### src/rtl/keypad_pkg.sv
// Shared definitions for the keypad code-entry block: digit width, key encoding
// and the press/release tracking state machine states.
package keypad_pkg;

  localparam int         DIGIT_W    = 4;
  localparam logic [3:0] MAX_DIGIT  = 4'd9;
  localparam logic       KEY_NONE_N = 1'b1;

  typedef enum logic [1:0] {
    IDLE    = 2'd0,
    PRESS   = 2'd1,
    HELD    = 2'd2,
    RELEASE = 2'd3
  } key_state_t;

  // Codes above 9 from the encoder are not digits and count as no key.
  function automatic logic key_valid(input logic vn, input logic [DIGIT_W-1:0] d);
    return !vn && (d <= MAX_DIGIT);
  endfunction

endpackage

### src/rtl/keypad_code_entry_if.sv
// Link to the 10-key priority encoder: encoded digit, active-low valid,
// and the active-low enable that masks the encoder.
interface keypad_code_entry_if;
  import keypad_pkg::*;

  logic [DIGIT_W-1:0] key_d;
  logic               key_vn;
  logic               enc_enablen;

  modport master (output key_d, output key_vn, input  enc_enablen);
  modport slave  (input  key_d, input  key_vn, output enc_enablen);

endinterface

### src/rtl/sync_2ff.sv
// Two-flop synchroniser for asynchronous inputs, with a selectable reset value.
module sync_2ff #(
  parameter int               WIDTH     = 1,
  parameter logic [WIDTH-1:0] RESET_VAL = '0
) (
  input  logic             clk,
  input  logic             rst,
  input  logic [WIDTH-1:0] d,
  output logic [WIDTH-1:0] q
);

  logic [WIDTH-1:0] meta;

  always_ff @(posedge clk or posedge rst) begin
    if (rst) begin
      meta <= RESET_VAL;
      q    <= RESET_VAL;
    end else begin
      meta <= d;
      q    <= meta;
    end
  end

endmodule

### src/rtl/keypad_code_entry.sv
// Debounces encoded keypad presses and shifts one BCD digit per press into an
// N-digit buffer; masks the encoder once the buffer is full.
module keypad_code_entry
  import keypad_pkg::*;
#(
  parameter int NUM_DIGITS      = 4,
  parameter int DEBOUNCE_CYCLES = 4
) (
  input  logic                              clk,
  input  logic                              rst,
  keypad_code_entry_if.slave                enc,
  input  logic                              clear,
  output logic [DIGIT_W*NUM_DIGITS-1:0]     digits,
  output logic [$clog2(NUM_DIGITS+1)-1:0]   count,
  output logic                              full,
  output logic                              key_strobe,
  output logic                              overrun
);

  localparam int CNT_W   = $clog2(DEBOUNCE_CYCLES + 1);
  localparam int COUNT_W = $clog2(NUM_DIGITS + 1);
  localparam int BUF_W   = DIGIT_W * NUM_DIGITS;

  logic [DIGIT_W:0]   sync_in, sync_out;
  logic               vn_s;
  logic [DIGIT_W-1:0] d_s;
  logic               key_ok;

  assign sync_in = {enc.key_vn, enc.key_d};

  sync_2ff #(
    .WIDTH     (DIGIT_W + 1),
    .RESET_VAL ({KEY_NONE_N, {DIGIT_W{1'b0}}})
  ) u_sync (
    .clk (clk),
    .rst (rst),
    .d   (sync_in),
    .q   (sync_out)
  );

  assign {vn_s, d_s} = sync_out;
  assign key_ok      = key_valid(vn_s, d_s);

  key_state_t         state, state_next;
  logic [CNT_W-1:0]   cnt, cnt_next;
  logic [DIGIT_W-1:0] cand, cand_next;
  logic               accept;

  always_ff @(posedge clk or posedge rst) begin
    if (rst) begin
      state <= IDLE;
      cnt   <= '0;
      cand  <= '0;
    end else begin
      state <= state_next;
      cnt   <= cnt_next;
      cand  <= cand_next;
    end
  end

  // Press needs DEBOUNCE_CYCLES identical valid samples; release needs as many idle ones.
  always_comb begin
    state_next = state;
    cnt_next   = cnt;
    cand_next  = cand;
    accept     = 1'b0;
    unique case (state)
      IDLE: begin
        if (key_ok) begin
          cand_next  = d_s;
          cnt_next   = CNT_W'(1);
          state_next = PRESS;
        end
      end
      PRESS: begin
        if (!key_ok || (d_s != cand)) begin
          state_next = IDLE;
        end else if (cnt == CNT_W'(DEBOUNCE_CYCLES - 1)) begin
          accept     = 1'b1;
          state_next = HELD;
        end else begin
          cnt_next = cnt + 1'b1;
        end
      end
      HELD: begin
        if (vn_s) begin
          cnt_next   = CNT_W'(1);
          state_next = RELEASE;
        end
      end
      RELEASE: begin
        if (!vn_s) begin
          state_next = HELD;
        end else if (cnt == CNT_W'(DEBOUNCE_CYCLES - 1)) begin
          state_next = IDLE;
        end else begin
          cnt_next = cnt + 1'b1;
        end
      end
      default: state_next = IDLE;
    endcase
  end

  logic [BUF_W+DIGIT_W-1:0] shifted;
  logic [BUF_W-1:0]         digits_next;
  logic [COUNT_W-1:0]       count_next;
  logic                     strobe_next, overrun_next;

  assign shifted = {digits, cand};
  assign full    = (count == COUNT_W'(NUM_DIGITS));

  // Clear wins over a same-cycle accept, so that digit is silently dropped.
  always_comb begin
    digits_next  = digits;
    count_next   = count;
    strobe_next  = 1'b0;
    overrun_next = overrun;
    if (clear) begin
      digits_next  = '0;
      count_next   = '0;
      overrun_next = 1'b0;
    end else if (accept) begin
      if (!full) begin
        digits_next = shifted[BUF_W-1:0];
        count_next  = count + 1'b1;
        strobe_next = 1'b1;
      end else begin
        overrun_next = 1'b1;
      end
    end
  end

  // The mask is registered from the next count so it tracks full without lag.
  always_ff @(posedge clk or posedge rst) begin
    if (rst) begin
      digits          <= '0;
      count           <= '0;
      key_strobe      <= 1'b0;
      overrun         <= 1'b0;
      enc.enc_enablen <= 1'b0;
    end else begin
      digits          <= digits_next;
      count           <= count_next;
      key_strobe      <= strobe_next;
      overrun         <= overrun_next;
      enc.enc_enablen <= (count_next == COUNT_W'(NUM_DIGITS));
    end
  end

endmodule
### src/flat_wrapper.sv
// flat-port wrapper written by rule: the top's interface ports become plain ports
module keypad_code_entry_flat import keypad_pkg::*;
#(
  parameter int NUM_DIGITS      = 4,
  parameter int DEBOUNCE_CYCLES = 4
)
  (clk, rst, clear, digits, count, full, key_strobe, overrun, enc_key_d, enc_key_vn, enc_enc_enablen);
  keypad_code_entry_if enc_i ();
  input  logic clk;
  input  logic rst;
  input  logic clear;
  output logic [DIGIT_W*NUM_DIGITS-1:0] digits;
  output logic [$clog2(NUM_DIGITS+1)-1:0] count;
  output logic full;
  output logic key_strobe;
  output logic overrun;
  input wire logic [$bits(enc_i.key_d)-1:0] enc_key_d;
  input wire logic [$bits(enc_i.key_vn)-1:0] enc_key_vn;
  output wire logic [$bits(enc_i.enc_enablen)-1:0] enc_enc_enablen;
  assign enc_i.key_d = enc_key_d;
  assign enc_i.key_vn = enc_key_vn;
  assign enc_enc_enablen = enc_i.enc_enablen;
  keypad_code_entry #(.NUM_DIGITS(NUM_DIGITS), .DEBOUNCE_CYCLES(DEBOUNCE_CYCLES)) u_core (.clk(clk), .rst(rst), .enc(enc_i), .clear(clear), .digits(digits), .count(count), .full(full), .key_strobe(key_strobe), .overrun(overrun));
endmodule
### config.mk
export PLATFORM = sky130hd
export DESIGN_NAME = keypad_code_entry_flat
export DESIGN_NICKNAME = d
export VERILOG_FILES = /design/src/rtl/keypad_pkg.sv /design/src/rtl/keypad_code_entry_if.sv /design/src/rtl/sync_2ff.sv /design/src/rtl/keypad_code_entry.sv /design/src/flat_wrapper.sv
export SDC_FILE = /design/constraint.sdc
export NUM_CORES = 1
export LEC_CHECK = 0
export ABC_AREA = 1
export CAP_MARGIN = 20
export CELL_PAD_IN_SITES_DETAIL_PLACEMENT = 1
export CELL_PAD_IN_SITES_GLOBAL_PLACEMENT = 1
export CORE_UTILIZATION = 35
export DETAILED_ROUTE_END_ITERATION = 12
export GPL_TIMING_DRIVEN = 0
export PLACE_DENSITY = 0.85
export SLEW_MARGIN = 20
export SYNTH_ARGS = -nofsm -noshare
export SYNTH_HDL_FRONTEND = slang
export SYNTH_SLANG_ARGS = --single-unit
### constraint.sdc
create_clock -name clk -period 1.73 [get_ports clk]
set_clock_uncertainty 0.1 [all_clocks]
set_input_delay 0.2595 -clock clk [delete_from_list [all_inputs] [get_ports clk]]
set_output_delay 0.2595 -clock clk [all_outputs]
set_load 0.1 [all_outputs]
* Word-level counts from Yosys, hierarchy flattened
Index checks and enable logic that the tools add are counted.
** Word-level totals
- Input port bits :: 8
- Output and inout bits :: 23
- Register bits after elaboration :: 41
** Cells by class
- Add/subtract/negate cells :: 2
- Reduce and logical (&&, ||, !) cells :: 12
- Eq/ne operators :: 14
- $lt $le $gt $ge :: 1
- Muxes and demuxes :: 28
** Operators by type and width (number)
- two-way mux 16 bit :: 3
- two-way mux 3 bit :: 8
- two-way mux 2 bit :: 6
- one-hot mux 3 bit (4 select lines) :: 1
- two-way mux 1 bit :: 9
- inequality test 2 bit (second input constant) :: 4
- one-hot mux 2 bit (4 select lines) :: 1
- AND reduction 4 bit :: 2
- adder 3 x 1 -> 3 bit (second input constant) :: 2
- equality test 3 bit (second input constant) :: 2
- AND reduction 2 bit :: 3
- equality test 2 bit (second input constant) :: 2
- <= comparator 4 bit (second input constant) :: 1
- inequality test 4 bit :: 1
- nonzero test 2 bit :: 2
- equality test 3 x 2 -> 1 bit (second input constant) :: 1
- inequality test 3 x 1 -> 1 bit (second input constant) :: 1
- inequality test 3 x 2 -> 1 bit (second input constant) :: 1
- equality test 2 x 1 -> 1 bit (second input constant) :: 1
- zero test 1 bit :: 2
- zero test 2 bit :: 1
- inequality test 2 x 1 -> 1 bit (second input constant) :: 1
- logical AND 1 bit :: 1
- logical OR 1 bit :: 1

* Logic depth before layout (Yosys ltp)
Gate-level depths: netlist (run 1).
- Word-level depth :: 9
- Depth in mapped cells :: 12

* By module
Synthesis (run 1) repeated with hierarchy kept, for this count alone.
** Second synthesis, totals
- Cell total of the unflattened synthesis :: 188
- Area total of the unflattened synthesis :: 1729.2 um2
** Modules (own cells, without submodules)
- keypad_code_entry :: times used 1, cells each 177, area each 1472.7 um2
- sync_2ff :: times used 1, cells each 11, area each 256.5 um2

* Worst setup path before layout (run 1)
OpenSTA, ideal clock, no wires.
- Path type :: reg2reg
- Start :: register u_core.count[0]
- End :: register u_core.digits[10]
- Setup slack :: -1.174 ns
- Library setup time :: 0.068 ns
- Data arrival time :: 2.736 ns
- Period minus slack after synthesis :: 2.904 ns
- Cell stages (with the launch flop) :: 9
- Path through :: dfrtp_1 -> inv_1 -> ha_1 -> nand2_1 -> inv_1 -> nor3_4 -> buf_6 -> nand2_1 -> nand2_1
** On the way
- Cells in the longest elaborated chain, start to end :: 3
** Ends and longest elaborated chain
- start: declaration :: line keypad_code_entry.sv:14 : output logic [$clog2(NUM_DIGITS+1)-1:0] count,
- start signal: assignment :: line keypad_code_entry.sv:143 : count <= count_next;
- equality test 3 bit :: line keypad_code_entry.sv:110 : assign full = (count == COUNT_W'(NUM_DIGITS));
- net full :: line flat_wrapper.sv:14 : output logic full;
- inequality test 2 bit (no source line)
- AND reduction 2 bit (no source line)
- end signal: assignment :: line keypad_code_entry.sv:142 : digits <= digits_next;
- end: declaration :: line keypad_code_entry.sv:13 : output logic [DIGIT_W*NUM_DIGITS-1:0] digits,
The timed path passes the listed nets, and every way through them passes these cells.
A chain may end at the register's enable or synchronous reset.

* Worst setup path in the final report (run 1)
- Start :: register u_core.cand[3]
- End :: register u_core.digits[7]
** On the way
- Cells in the longest elaborated chain, start to end :: 6
** Ends and longest elaborated chain
- start: declaration :: line keypad_code_entry.sv:46 : logic [DIGIT_W-1:0] cand, cand_next;
- start signal: assignment :: line keypad_code_entry.sv:57 : cand <= cand_next;
- inequality test 4 bit :: line keypad_code_entry.sv:76 : if (!key_ok || (d_s != cand)) begin
- logical OR 1 bit :: line keypad_code_entry.sv:76
- two-way mux 1 bit :: line keypad_code_entry.sv:76
- two-way mux 1 bit :: line keypad_code_entry.sv:67 : unique case (state)
- nonzero test 2 bit (no source line)
- AND reduction 2 bit (no source line)
Every way passes these cells.

==> results of run 1 <==
-- cell type report --
class / count / area [sq um] / share of cell area
Buffer: 2 / 22.5 / 0.00870
Clock buffer: 6 / 82.6 / 0.0319
Clock inverter: 2 / 37.5 / 0.0145
Inverter: 23 / 95.1 / 0.0367
Multi-Input combinational cell: 117 / 708 / 0.273
Sequential cell: 41 / 1040 / 0.400
Tap cell: 67 / 83.8 / 0.0324
Timing Repair Buffer: 52 / 523 / 0.202
-- report_power, final --
group	leakage [nW]	switching, mW	internal, mW
Combinational	0.680	0.117	0.0814
Sequential	0.530	0.0374	1.00
Clock	0.0574	0.356	0.469
-- per-stage QoR --
step / setup slack, ps / instances / hold slack (ps) / setup TNS, ps / cell area (sq um)
global route: -213 / 310 / 194 / -4030 / 2590
CTS: -92.1 / 301 / 164 / -689 / 2440
global placement: -673 / 280 / 231 / -21960 / 2130
floorplan: -596 / 183 / 164 / -10350 / 1750
detailed placement: -689 / 281 / 236 / -4610 / 2150
finish: -76.1 / 310 / 154 / -975 / 2590
-- logic make-up after synthesis --
group                    synth area share
AND/OR/NAND/NOR                     0.249
flip-flops                          0.601
buffers and inverters              0.0614
AO/OA/AOI/OAI                      0.0446
adder cells (fa/ha/maj)            0.0292
XOR/XNOR                           0.0154
-- registers in the layout (all words and copies together), names as in the netlist --
signal	flops
u_core.count	3
u_core.state	2
u_core.enc.enc_enablen	1
u_core.overrun	1
u_core.digits	16
u_core.u_sync.q	5
u_core.cand	4
u_core.key_strobe	1
u_core.cnt	3
u_core.u_sync.meta	5
-- path summary, 6_finish.rpt --
path / endpoint / depth (start not counted) / startpoint
worst max-delay path: u_core.digits[7]$_DFFE_PP0P_ / 11 / u_core.cand[3]$_DFFE_PP0P_
worst min-delay path: u_core.enc.enc_enablen$_DFF_PP0_ / 2 / rst
worst max register to register: u_core.digits[7]$_DFFE_PP0P_ / 11 / u_core.cand[3]$_DFFE_PP0P_
worst min register to register: u_core.u_sync.q[3]$_DFF_PP0_ / 0 / u_core.u_sync.meta[3]$_DFF_PP0_
max in group asynchronous: u_core.cand[0]$_DFFE_PP0P_ / 3 / rst
min in group clk: u_core.u_sync.q[3]$_DFF_PP0_ / 0 / u_core.u_sync.meta[3]$_DFF_PP0_
-- Yosys cell counts (all sizes together) --
cell	number
ha	4
nand4	4
nor3	1
inv	23
o21a	1
o31ai	1
nor2	10
or2	1
nand2	74
xnor2	1
o21ai	9
buf	2
xor2	2
dfrtp	39
a21oi	1
dfstp	2
nand3	8
-- what timing repair did --
action                     4_1_cts  5_1_grt
setup endpoints to repair       35       31
setup buffers                   11        9
cloned                           1        0
pin swaps                        9       18
resized for setup               89       34
-- worst register-to-register path: stages, from the launching register on --
cell	delay, ps
dfrtp_1	410
inv_2	60
nand2_1	70
nand2_1	70
nor2_2	130
nand2_2	90
nor2_4	140
nand3_4	110
nor3_4	260
buf_4	180
nand2_2	40
nand2_1	80
-- layout by cell type, fill, tap and decap left out, types with 2 or more instances in the layout --
| cell | n |
|---|---|
| dfrtp_1 | 36 |
| nand2_4 | 2 |
| inv_2 | 3 |
| nand3_1 | 3 |
| ha_1 | 2 |
| clkdlybuf4s50_1 | 7 |
| inv_1 | 17 |
| clkbuf_8 | 6 |
| nor2_2 | 7 |
| dfstp_2 | 2 |
| buf_6 | 4 |
| clkinvlp_4 | 2 |
| nand2_1 | 52 |
| nor2_4 | 2 |
| xor2_1 | 2 |
| nand2_2 | 20 |
| dfrtp_4 | 2 |
| inv_4 | 2 |
| o21ai_2 | 2 |
| nand3_2 | 4 |
| o21ai_0 | 4 |
| o21ai_1 | 3 |
| clkdlybuf4s15_2 | 22 |
| nand4_1 | 4 |
| buf_4 | 19 |
| buf_12 | 2 |
-- routing by layer --
| layer | track usage | part of all wire |
|---|---|---|
| met3 | 0.0514 | 0.031 |
| met4 | 0.0980 | 0.033 |
| met5 | 0 | 0 |
| met2 | 0.294 | 0.51 |
| met1 | 0.204 | 0.42 |
==> flow_metrics.tcl, run 1 <==
set metrics [dict create \
    track_usage 0.176 \
    path_cells "inv_2 > nand2_1 > nand2_1 > nor2_2 > nand2_2 > nor2_4 > nand3_4 > nor3_4 > buf_4 > nand2_2 > nand2_1" \
    fillers 521 \
    fmax_mhz 554 \
    layout.nets 254 \
    drc 0 \
    drt_first_iter_violations 21 \
    worstPathMaxFanout 4 \
    cp_slowest_cell "dfrtp_1" \
    antenna_found_initial 0 \
    gp_congestion 0.751 \
    place_hpwl_um 2620 \
    slew_viol_final 0 \
    avgSynthCellArea_sq_um 9.35 \
    drt_pass1_iterations 4 \
    power_mw 2.06 \
    outcome "finished, violations left" \
    crit_arrival_ps 1950 \
    port_buffers 30 \
    synth.cell_area_sq_um 1710 \
    fin_crit_sh 1.04 \
    start_util 0.362 \
    cpMostUsedCell "nand2_1" \
    cts_max_level 2 \
    syn-instance-count 183 \
    maxCapViolCount 0 \
    cts_sinks 41 \
    syn-num-nets 195 \
    fin_ws_ps -76.1 \
    power_density_nw_per_um2 797 \
    antenna_cells 0 \
    die_w_um 71.9 \
    drt-total-wl_um 4460 \
    yosys_warnings 0 \
    cts-root-buf "clkbuf_8" \
    die_y_um 71.9 \
    yosys.area.top_type_share 0.570 \
    violations "negative setup slack" \
    slew_headroom 0.626 \
    cts_tree "yes" \
    grt_max_degree 26 \
    setup_viol 21 \
    p_leak_nw 1.27 \
    vias 1419 \
    slowest_delay_ps 410 \
    grt_pass1_wl_um 6800 \
    rsz0062_at_grt "yes" \
    reg2reg_slack_ps -80 \
    tightest_slew_ps 564 \
    cts_buffer_depth 2 \
    drive_above_1_share 0.449 \
    synthTopCellsByArea "dfrtp_1 (57%), nand2_1 (16%), inv_1 (5.0%)" \
    antenna_left 0 \
    clkTransAtPathRegs_ps 80 \
    avgViaCountPerCell 4.58 \
    cts_inserted_buffers 5 \
    hold_path.class "input port to asynchronous set/reset pin" \
    crit_family "simple AND/OR/NAND/NOR gates" \
    yosysSeqAreaShare 0.601 \
    cp-start-kind "register" \
    hold_violations 0 \
    ys_ff_latch 41 \
    cts_hold_buf 0 \
    num_rows 25 \
    worst_setup_path_end_kind "register" \
    pin_count 31 \
    period_needed_ps 1810 \
    grt_pass1_vias 1465 \
    synth_cell_type_count 21 \
    overflow 0 \
    final_core_util 0.548 \
    wire_per_inst_um 14.4 \
    crit_required_ps 1870 \
    crit_type "register to register" \
    synth_top_cell_by_area "dfrtp_1" \
    ir_drop_v 0.000640 \
    dieArea_sq_um 5170 \
    clock_latency_ps 310 \
    area_growth_pct 51.3 \
    cp.buffers_inverters 2 \
    core_sq_um 4720 \
]
(Power assumes the default switching activity.)
==> run 2: changes to the inputs <==
--- a/config.mk
+++ b/config.mk
@@ -13,6 +13,7 @@
 export DETAILED_ROUTE_END_ITERATION = 12
 export GPL_TIMING_DRIVEN = 0
 export PLACE_DENSITY = 0.85
+export SKIP_LAST_GASP = 1
 export SLEW_MARGIN = 20
 export SYNTH_ARGS = -nofsm -noshare
 export SYNTH_HDL_FRONTEND = slang
==> flow_metrics.tcl, run 2 (same netlist as run 1, synthesis figures left out) <==
set metrics [dict create \
    setup_viol 20 \
    rsz0062_at_grt "yes" \
    place_hpwl_um 2620 \
    power_density_nw_per_um2 796 \
    clkTransAtPathRegs_ps 90 \
    drt-total-wl_um 4830 \
    port_buffers 30 \
    period_needed_ps 1790 \
    cp-start-kind "register" \
    fin_crit_sh 1.04 \
    overflow 0 \
    reg2regPathDepth 8 \
    clock_latency_ps 310 \
    drt_first_iter_violations 93 \
    outcome "finished, violations left" \
    slew_headroom 0.625 \
    track_usage 0.172 \
    grt_pass1_wl_um 6630 \
    final_common_cell "nand2_1" \
    hold_violations 0 \
    die_w_um 71.9 \
    num_rows 25 \
    crit_arrival_ps 1940 \
    gp_congestion 0.751 \
    grt_pass1_vias 1445 \
    p_leak_nw 1.28 \
    grt_max_degree 26 \
    drt_pass1_iterations 4 \
    fillers 526 \
    final_cell_mix "nand2_1 (51), dfrtp_1 (36), clkdlybuf4s15_2 (22)" \
    die_y_um 71.9 \
    area_growth_pct 51.9 \
    cts_max_level 2 \
    layout_top_registers "u_core.digits (16), u_core.u_sync.meta (5), u_core.u_sync.q (5)" \
    tightest_slew_ps 565 \
    cts_inserted_buffers 5 \
    reg2reg_to "u_core.digits[5]$_DFFE_PP0P_" \
    power_mw 2.07 \
    drc 0 \
    avgViaCountPerCell 4.73 \
    fin_ws_ps -60.6 \
    place_area_sq_um 2150 \
    cts_buffer_depth 2 \
    antenna_left 0 \
    hold_path.class "input port to asynchronous set/reset pin" \
    layout.nets 256 \
    maxCapViolCount 0 \
    crit_required_ps 1880 \
    drive_above_1_share 0.453 \
    worst_setup_path_end_kind "register" \
    antenna_cells 0 \
    start_util 0.362 \
    reg2reg_slack_ps -60 \
    pin_count 31 \
    r2r_start "u_core.cand[1]$_DFFE_PP0P_" \
    crit_type "register to register" \
    regMostFlops "u_core.digits" \
    largest_reg_flops 16 \
    violations "negative setup slack" \
    fmax_mhz 558 \
    ir_drop_v 0.000331 \
    final_area_sq_um 2600 \
    wire_per_inst_um 15.5 \
    cts_sinks 41 \
    slew_viol_final 0 \
    dieArea_sq_um 5170 \
    worstPathMaxFanout 4 \
    antenna_found_initial 0 \
    cts_tree "yes" \
    cts-root-buf "clkbuf_8" \
    vias 1476 \
    core_sq_um 4720 \
    cts_hold_buf 0 \
]
[run 2: metrics by stage]
step           setup TNS (ps)  hold slack (ps)  setup WS (ps)  instances  utilization
3_3_place_gp           -21960              231           -673        280        0.452
3_5_place_dp            -4610              236           -689        281        0.456
4_1_cts                  -819              164           -189        301        0.513
5_1_grt                 -3770              188           -208        312        0.550
2_1_floorplan          -10350              164           -596        183            -
6_report                 -804              158          -60.6        312        0.550
[run 2: critical path, stage by stage (launching register included)]
cell and delay (ps):
dfrtp_1 440, xnor2_1 180, nand3_1 150, nor2_4 180, nand3_4 110, nor3_4 270
buf_4 180, nand2_1 60, nand2_1 70
[run 2: layer usage]
layer / share of wire / vias up / global-route usage
li1: - / 685 / -
met1: 0.41 / 737 / 0.197
met5: 0 / - / 0
met3: 0.034 / 12 / 0.0514
met4: 0.026 / 0 / 0.0915
met2: 0.53 / 42 / 0.289
[run 2: power breakdown]
group | internal, mW | leakage [nW] | switching, mW
registers | 1.00 | 0.530 | 0.0358
clock network | 0.469 | 0.0574 | 0.357
logic | 0.0856 | 0.690 | 0.120
[run 2: cell type report]
| class | instances | area, sq um | area share |
|---|---|---|---|
| flip-flops and latches | 41 | 1040 | 0.399 |
| multi-input cells | 117 | 703 | 0.270 |
| repair buffers | 54 | 538 | 0.207 |
| inverters | 23 | 95.1 | 0.0366 |
| well taps | 67 | 83.8 | 0.0322 |
| clock buffers | 6 | 82.6 | 0.0318 |
| clock inverters | 2 | 37.5 | 0.0144 |
| plain buffers | 2 | 22.5 | 0.00866 |
[run 2: worst max-delay path by stage]
stage / start / slack, ps / end
4_1_cts: u_core.count[1]$_DFF_PP0_ / -190 / full
2_1_floorplan: u_core.count[0]$_DFF_PP0_ / -600 / u_core.digits[10]$_DFFE_PP0P_
6_report: u_core.cand[1]$_DFFE_PP0P_ / -60 / u_core.digits[5]$_DFFE_PP0P_
3_3_place_gp: u_core.count[0]$_DFF_PP0_ / -670 / full
5_1_grt: u_core.cand[1]$_DFFE_PP0P_ / -210 / u_core.digits[5]$_DFFE_PP0P_
3_5_place_dp: u_core.count[1]$_DFF_PP0_ / -690 / full
[run 2: repair_timing]
action,4_1_cts,5_1_grt
pin swaps,6,21
gates resized for setup,85,37
setup endpoints to repair,35,29
cloned,1,1
setup buffers,11,10
==> run 3: changes to the inputs <==
--- a/config.mk
+++ b/config.mk
@@ -10,6 +10,7 @@
 export CELL_PAD_IN_SITES_DETAIL_PLACEMENT = 1
 export CELL_PAD_IN_SITES_GLOBAL_PLACEMENT = 1
 export CORE_UTILIZATION = 35
+export CTS_CLUSTER_DIAMETER = 60
 export DETAILED_ROUTE_END_ITERATION = 12
 export GPL_TIMING_DRIVEN = 0
 export PLACE_DENSITY = 0.85
==> results of run 3 <==
Final layout, timing and power as in run 2 (identical DEF).
